$ cat config.mk
export PLATFORM = sky130hd
export DESIGN_NAME = aibcr3aux_osc_freqmon
export DESIGN_NICKNAME = d
export VERILOG_FILES = /design/src/rtl/aibcr3aux_osc_freqmon.sv
export SDC_FILE = /design/constraint.sdc
export NUM_CORES = 1
export LEC_CHECK = 0
export CORE_ASPECT_RATIO = 0.8
export CORE_UTILIZATION = 25
export CTS_CLUSTER_SIZE = 14
export DETAILED_ROUTE_END_ITERATION = 8
export PLACE_DENSITY_LB_ADDON = 0.12
export SYNTH_ARGS = -nofsm -noshare
export SYNTH_HDL_FRONTEND = slang
export SYNTH_SLANG_ARGS = --single-unit
$ cat constraint.sdc
create_clock -name clk -period 2.8 [get_ports clk]
set_input_delay 0.28 -clock clk [delete_from_list [all_inputs] [get_ports clk]]
set_output_delay 0.28 -clock clk [all_outputs]
set_load 0.005 [all_outputs]
$ cat src/rtl/aibcr3aux_osc_freqmon.sv
// Oscillator frequency monitor.
// The free-running 3-bit oscillator count is brought into the clk domain by a
// three-stage chain. A sample is used only when the last two stages agree, so
// a count caught mid-transition is never used. Modulo-8 deltas between used
// samples are accumulated over a fixed window of WIN_CYC clk cycles. At the end
// of the window the total and its threshold flags are published.
//
// state | meaning
// ------+----------------------------------------------------------------
// IDLE  | waiting for meas_start; results hold their last values
// ARM   | waiting for a stable sample to use as the window reference
// MEAS  | counting window cycles and accumulating stable deltas
// DONE  | one cycle; registers osc_cnt/flags and pulses meas_done
module aibcr3aux_osc_freqmon #(
    parameter int WIN_CYC = 512,
    parameter int WIN_W   = 10,
    parameter int CNT_W   = 12
) (
    input  logic             clk,
    input  logic             rst,
    input  logic [2:0]       bin_cnt,
    input  logic             meas_start,
    input  logic             meas_abort,
    input  logic             cont_mode,
    input  logic [CNT_W-1:0] thr_lo,
    input  logic [CNT_W-1:0] thr_hi,
    output logic             busy,
    output logic             meas_done,
    output logic [CNT_W-1:0] osc_cnt,
    output logic             freq_lo,
    output logic             freq_hi
);

    typedef enum logic [1:0] {
        ST_IDLE = 2'd0,
        ST_ARM  = 2'd1,
        ST_MEAS = 2'd2,
        ST_DONE = 2'd3
    } state_t;

    localparam logic [WIN_W-1:0] WIN_LAST = WIN_W'(WIN_CYC - 1);
    localparam logic [CNT_W-1:0] CNT_MAX  = '1;

    state_t             state_q,     state_d;
    logic [2:0]         s1_q,        s1_d;
    logic [2:0]         s2_q,        s2_d;
    logic [2:0]         s3_q,        s3_d;
    logic [2:0]         last_q,      last_d;
    logic [CNT_W-1:0]   acc_q,       acc_d;
    logic [WIN_W-1:0]   win_cnt_q,   win_cnt_d;
    logic               busy_q,      busy_d;
    logic               meas_done_q, meas_done_d;
    logic [CNT_W-1:0]   osc_cnt_q,   osc_cnt_d;
    logic               freq_lo_q,   freq_lo_d;
    logic               freq_hi_q,   freq_hi_d;

    logic               stable;
    logic [2:0]         delta;
    logic [CNT_W:0]     acc_sum;
    logic [CNT_W-1:0]   acc_sat;

    // Datapath helpers: stability test, modulo-8 delta and saturating sum.
    always_comb begin
        stable  = (s2_q == s3_q);
        delta   = s2_q - last_q;
        acc_sum = {1'b0, acc_q} + (CNT_W+1)'(delta);
        acc_sat = acc_sum[CNT_W] ? CNT_MAX : acc_sum[CNT_W-1:0];
    end

    // Next-state logic for the sync chain, FSM, window datapath and outputs.
    always_comb begin
        s1_d        = bin_cnt;
        s2_d        = s1_q;
        s3_d        = s2_q;
        state_d     = state_q;
        last_d      = last_q;
        acc_d       = acc_q;
        win_cnt_d   = win_cnt_q;
        meas_done_d = 1'b0;
        osc_cnt_d   = osc_cnt_q;
        freq_lo_d   = freq_lo_q;
        freq_hi_d   = freq_hi_q;

        case (state_q)
            ST_IDLE: begin
                if (meas_start) begin
                    state_d = ST_ARM;
                end
            end
            ST_ARM: begin
                // The reference sample must be stable, otherwise the first
                // delta of the window could be taken from a torn count.
                if (stable) begin
                    last_d    = s2_q;
                    acc_d     = '0;
                    win_cnt_d = '0;
                    state_d   = ST_MEAS;
                end
            end
            ST_MEAS: begin
                win_cnt_d = win_cnt_q + WIN_W'(1);
                if (stable) begin
                    acc_d  = acc_sat;
                    last_d = s2_q;
                end
                if (win_cnt_q == WIN_LAST) begin
                    state_d = ST_DONE;
                end
            end
            ST_DONE: begin
                osc_cnt_d   = acc_q;
                freq_lo_d   = (acc_q < thr_lo);
                freq_hi_d   = (acc_q > thr_hi);
                meas_done_d = 1'b1;
                state_d     = cont_mode ? ST_ARM : ST_IDLE;
            end
            default: begin
                state_d = ST_IDLE;
            end
        endcase

        // Abort overrides everything, including a result about to publish.
        if (meas_abort) begin
            state_d     = ST_IDLE;
            meas_done_d = 1'b0;
            osc_cnt_d   = osc_cnt_q;
            freq_lo_d   = freq_lo_q;
            freq_hi_d   = freq_hi_q;
        end

        busy_d = (state_d != ST_IDLE);
    end

    // State and output registers with asynchronous reset.
    always_ff @(posedge clk or posedge rst) begin
        if (rst) begin
            state_q     <= ST_IDLE;
            s1_q        <= '0;
            s2_q        <= '0;
            s3_q        <= '0;
            last_q      <= '0;
            acc_q       <= '0;
            win_cnt_q   <= '0;
            busy_q      <= 1'b0;
            meas_done_q <= 1'b0;
            osc_cnt_q   <= '0;
            freq_lo_q   <= 1'b0;
            freq_hi_q   <= 1'b0;
        end else begin
            state_q     <= state_d;
            s1_q        <= s1_d;
            s2_q        <= s2_d;
            s3_q        <= s3_d;
            last_q      <= last_d;
            acc_q       <= acc_d;
            win_cnt_q   <= win_cnt_d;
            busy_q      <= busy_d;
            meas_done_q <= meas_done_d;
            osc_cnt_q   <= osc_cnt_d;
            freq_lo_q   <= freq_lo_d;
            freq_hi_q   <= freq_hi_d;
        end
    end

    assign busy      = busy_q;
    assign meas_done = meas_done_q;
    assign osc_cnt   = osc_cnt_q;
    assign freq_lo   = freq_lo_q;
    assign freq_hi   = freq_hi_q;

endmodule
==> flow_metrics.tcl <==
set metrics [dict create \
    status "complete, no violations" \
    crit_fanout 4 \
    synthArstFlopShare_pct 100.0 \
    clockBufferDepth 2 \
    rows 35 \
    slowest_stage "dfrtp_1" \
    drv_cap 0 \
    synthCells 334 \
    htreeDepth 2 \
    synthFlopType "dfrtp_1" \
    netlist_top_cells_count "dfrtp_1, nand2_1, inv_1" \
    drt-total-wl_mm 7.714 \
    top_layer_used "met4" \
    utilization_pct 33.99 \
    syn-num-nets 401 \
    multi_input_area_mm2 0.001652 \
    met2_length_mm 2.973 \
    detail-route-antenna-nets 0 \
    tightest_slew_ns 0.7397 \
    antenna_found_initial 0 \
    synth_top_area_share_pct 42.11 \
    yosys.area.top_type "dfrtp_1" \
    timing.hold.ws_ns 0.3480 \
    clock.fmax_mhz 374.2 \
    clk_pin_slew_ns 0.06 \
    cp.arrival_ns 2.85 \
    die_area_mm2 0.01281 \
    finalHoldViolations 0 \
    dr.pass1.iters 4 \
    path_cells "inv_2, ha_1, inv_1, fa_2, xor2_2, xnor2_1, ha_2, nor2b_4, o2111ai_2, buf_4, nor2_4, o21ai_1, a22o_1" \
    wl_met3_um 413 \
    drt_iter0_drc 172 \
    area_growth_pct 29.55 \
    synth.ff_latch_count 52 \
    power_density_mw_per_mm2 473.0 \
    fill_cells 1215 \
    timing.hold.worst.class "in -> async" \
    yosys-top-cells-area "dfrtp_1, ha_1, nand2_1, inv_1, o21ai_0" \
    drc 0 \
    placed_cells 529 \
    crit_required_ns 2.98 \
    tritoncts "done" \
    p_leak_nw 1.844 \
    setup_violations 0 \
    gr-total-overflow 0 \
    cp_top_family "adder cells" \
    finalNetCount 457 \
    synth_edf_count 0 \
    io_pins 48 \
    grt_max_degree 53 \
    max_slew_margin_pct 50.36 \
    initial_core_util_pct 26.23 \
    die_w_um 126.3 \
    critPathMaxStageDelay_ns 0.40 \
    vdd_drop_max_v 0.0002431 \
    fp.dieH_um 101.4 \
    viasPerCell 4.633 \
    synth.most_common_cell "dfrtp_1" \
    worstSetupEndpointType "flop" \
    wl_met1_mm 4.249 \
    wl_per_cell_um 14.31 \
    stdcell_count 539 \
    dp_hpwl_mm 5.637 \
    finClkSkew_ns 0.006436 \
    finalMaxSlewViolations 0 \
    final_layout_size_suffix_gt1_share_pct 9.463 \
    cts-root-buf "clkbuf_16" \
    num_antenna_cells 0 \
    io_buffers 47 \
    avgSynthCellArea_um2 9.253 \
    core-area_mm2 0.01178 \
    period_needed_ns 2.673 \
    synth.distinct_cells 51 \
    numCtsBuffers 5 \
    regArea_mm2 0.001301 \
    ys_seq_area_share_pct 42.11 \
    routabilityCongestion 0.8115 \
    start_kind "flop" \
    crit_type "reg -> reg" \
    vias 2497 \
    critPathBufInv 3 \
    grt_pass1_wl_mm 12.88 \
    synth_area_mm2 0.003090 \
    post-route-period-util_pct 95.45 \
    grt_pass1_vias 2449 \
    clk_latency_ns 0.29 \
    grt.total_usage_pct 13.08 \
    yosys_warnings 0 \
    clkSinkCount 52 \
]
kinds of logic after synthesis:
family | count (synthesis) | synth area share [%]
compound gates | 88 | 18.22
flops | 52 | 42.11
fa+ha+maj | 35 | 14.66
buf+inv | 49 | 6.275
mux | 4 | 1.376
xor+xnor | 6 | 1.700
simple gates | 100 | 15.67
worst min-delay path, stage by stage:
cell and delay (ns):
clkdlybuf4s50_1 0.41, inv_2 0.07, buf_12 0.26
through the flow:
stage	power, mW	cell area, um2	TNS [ns]	setup slack (ns)
final	1.894	4004	0	0.1273
after global routing	2.011	4004	-0.03020	-0.01831
after CTS	1.871	3935	0	0.006390
after detailed placement	1.228	3786	-0.03256	-0.03256
after global placement	1.227	3786	0	0.04640
after floorplan	1.088	3090	0	0.08517
final cells by class:
class	instances	area share, %
flip-flops and latches	52	32.50
inverters	39	3.656
multi-input cells	233	41.25
repair buffers	59	14.31
clock buffers	8	3.656
well taps	148	4.625
cells in the final DEF, fill, tap and decap left out, types with 4 or more instances in the layout:
master,n
dfrtp_1,52
clkdlybuf4s50_1,47
nand2_1,44
inv_1,36
ha_1,32
o21ai_0,24
a21oi_1,21
buf_4,11
nor2_1,10
nor3_1,8
nand3_1,7
nand4_1,6
o31ai_1,5
a22o_1,5
a21o_1,5
clkbuf_16,5
nand2b_1,4
o21ai_1,4
power by group:
part	internal [mW]	switching [mW]
registers	0.797	0.0359
logic	0.222	0.214
clock network	0.357	0.267
worst paths after layout:
path / to / slack (ns) / depth (start not counted) / from
min in group clk: s2_q[1]$_DFF_PP0_ / 0.35 / 0 / s1_q[1]$_DFF_PP0_
worst min register to register: s2_q[1]$_DFF_PP0_ / 0.35 / 0 / s1_q[1]$_DFF_PP0_
worst min-delay path: win_cnt_q[1]$_DFFE_PP0P_ / 0.35 / 3 / rst
worst max register to register: acc_q[8]$_DFFE_PP0P_ / 0.13 / 13 / s2_q[0]$_DFF_PP0_
max in group asynchronous: osc_cnt[5]$_DFFE_PP0P_ / 2.20 / 3 / rst
worst max-delay path: acc_q[8]$_DFFE_PP0P_ / 0.13 / 13 / s2_q[0]$_DFF_PP0_
layer usage:
| layer | track usage [%] | up-vias |
|---|---|---|
| li1 | - | 1297 |
| met4 | 3.336 | 0 |
| met5 | 0 | - |
| met1 | 19.97 | 1149 |
| met2 | 18.10 | 46 |
| met3 | 3.117 | 5 |
registers in the layout, indices dropped and copies added (netlist names):
| signal | count |
|---|---|
| freq_hi | 1 |
| win_cnt_q | 10 |
| s1_q | 3 |
| last_q | 3 |
| meas_done | 1 |
| state_q | 2 |
| s3_q | 3 |
| s2_q | 3 |
| acc_q | 12 |
| freq_lo | 1 |
| busy | 1 |
| osc_cnt | 12 |
what timing repair did:
item / 4_1_cts / 5_1_grt
pin swaps: 0 / 4
setup buffers: 0 / 2
hold buffers: 0 / 0
resized for setup: 1 / 16
setup endpoints to repair: 2 / 12
Power figures use the tool's default switching activity.
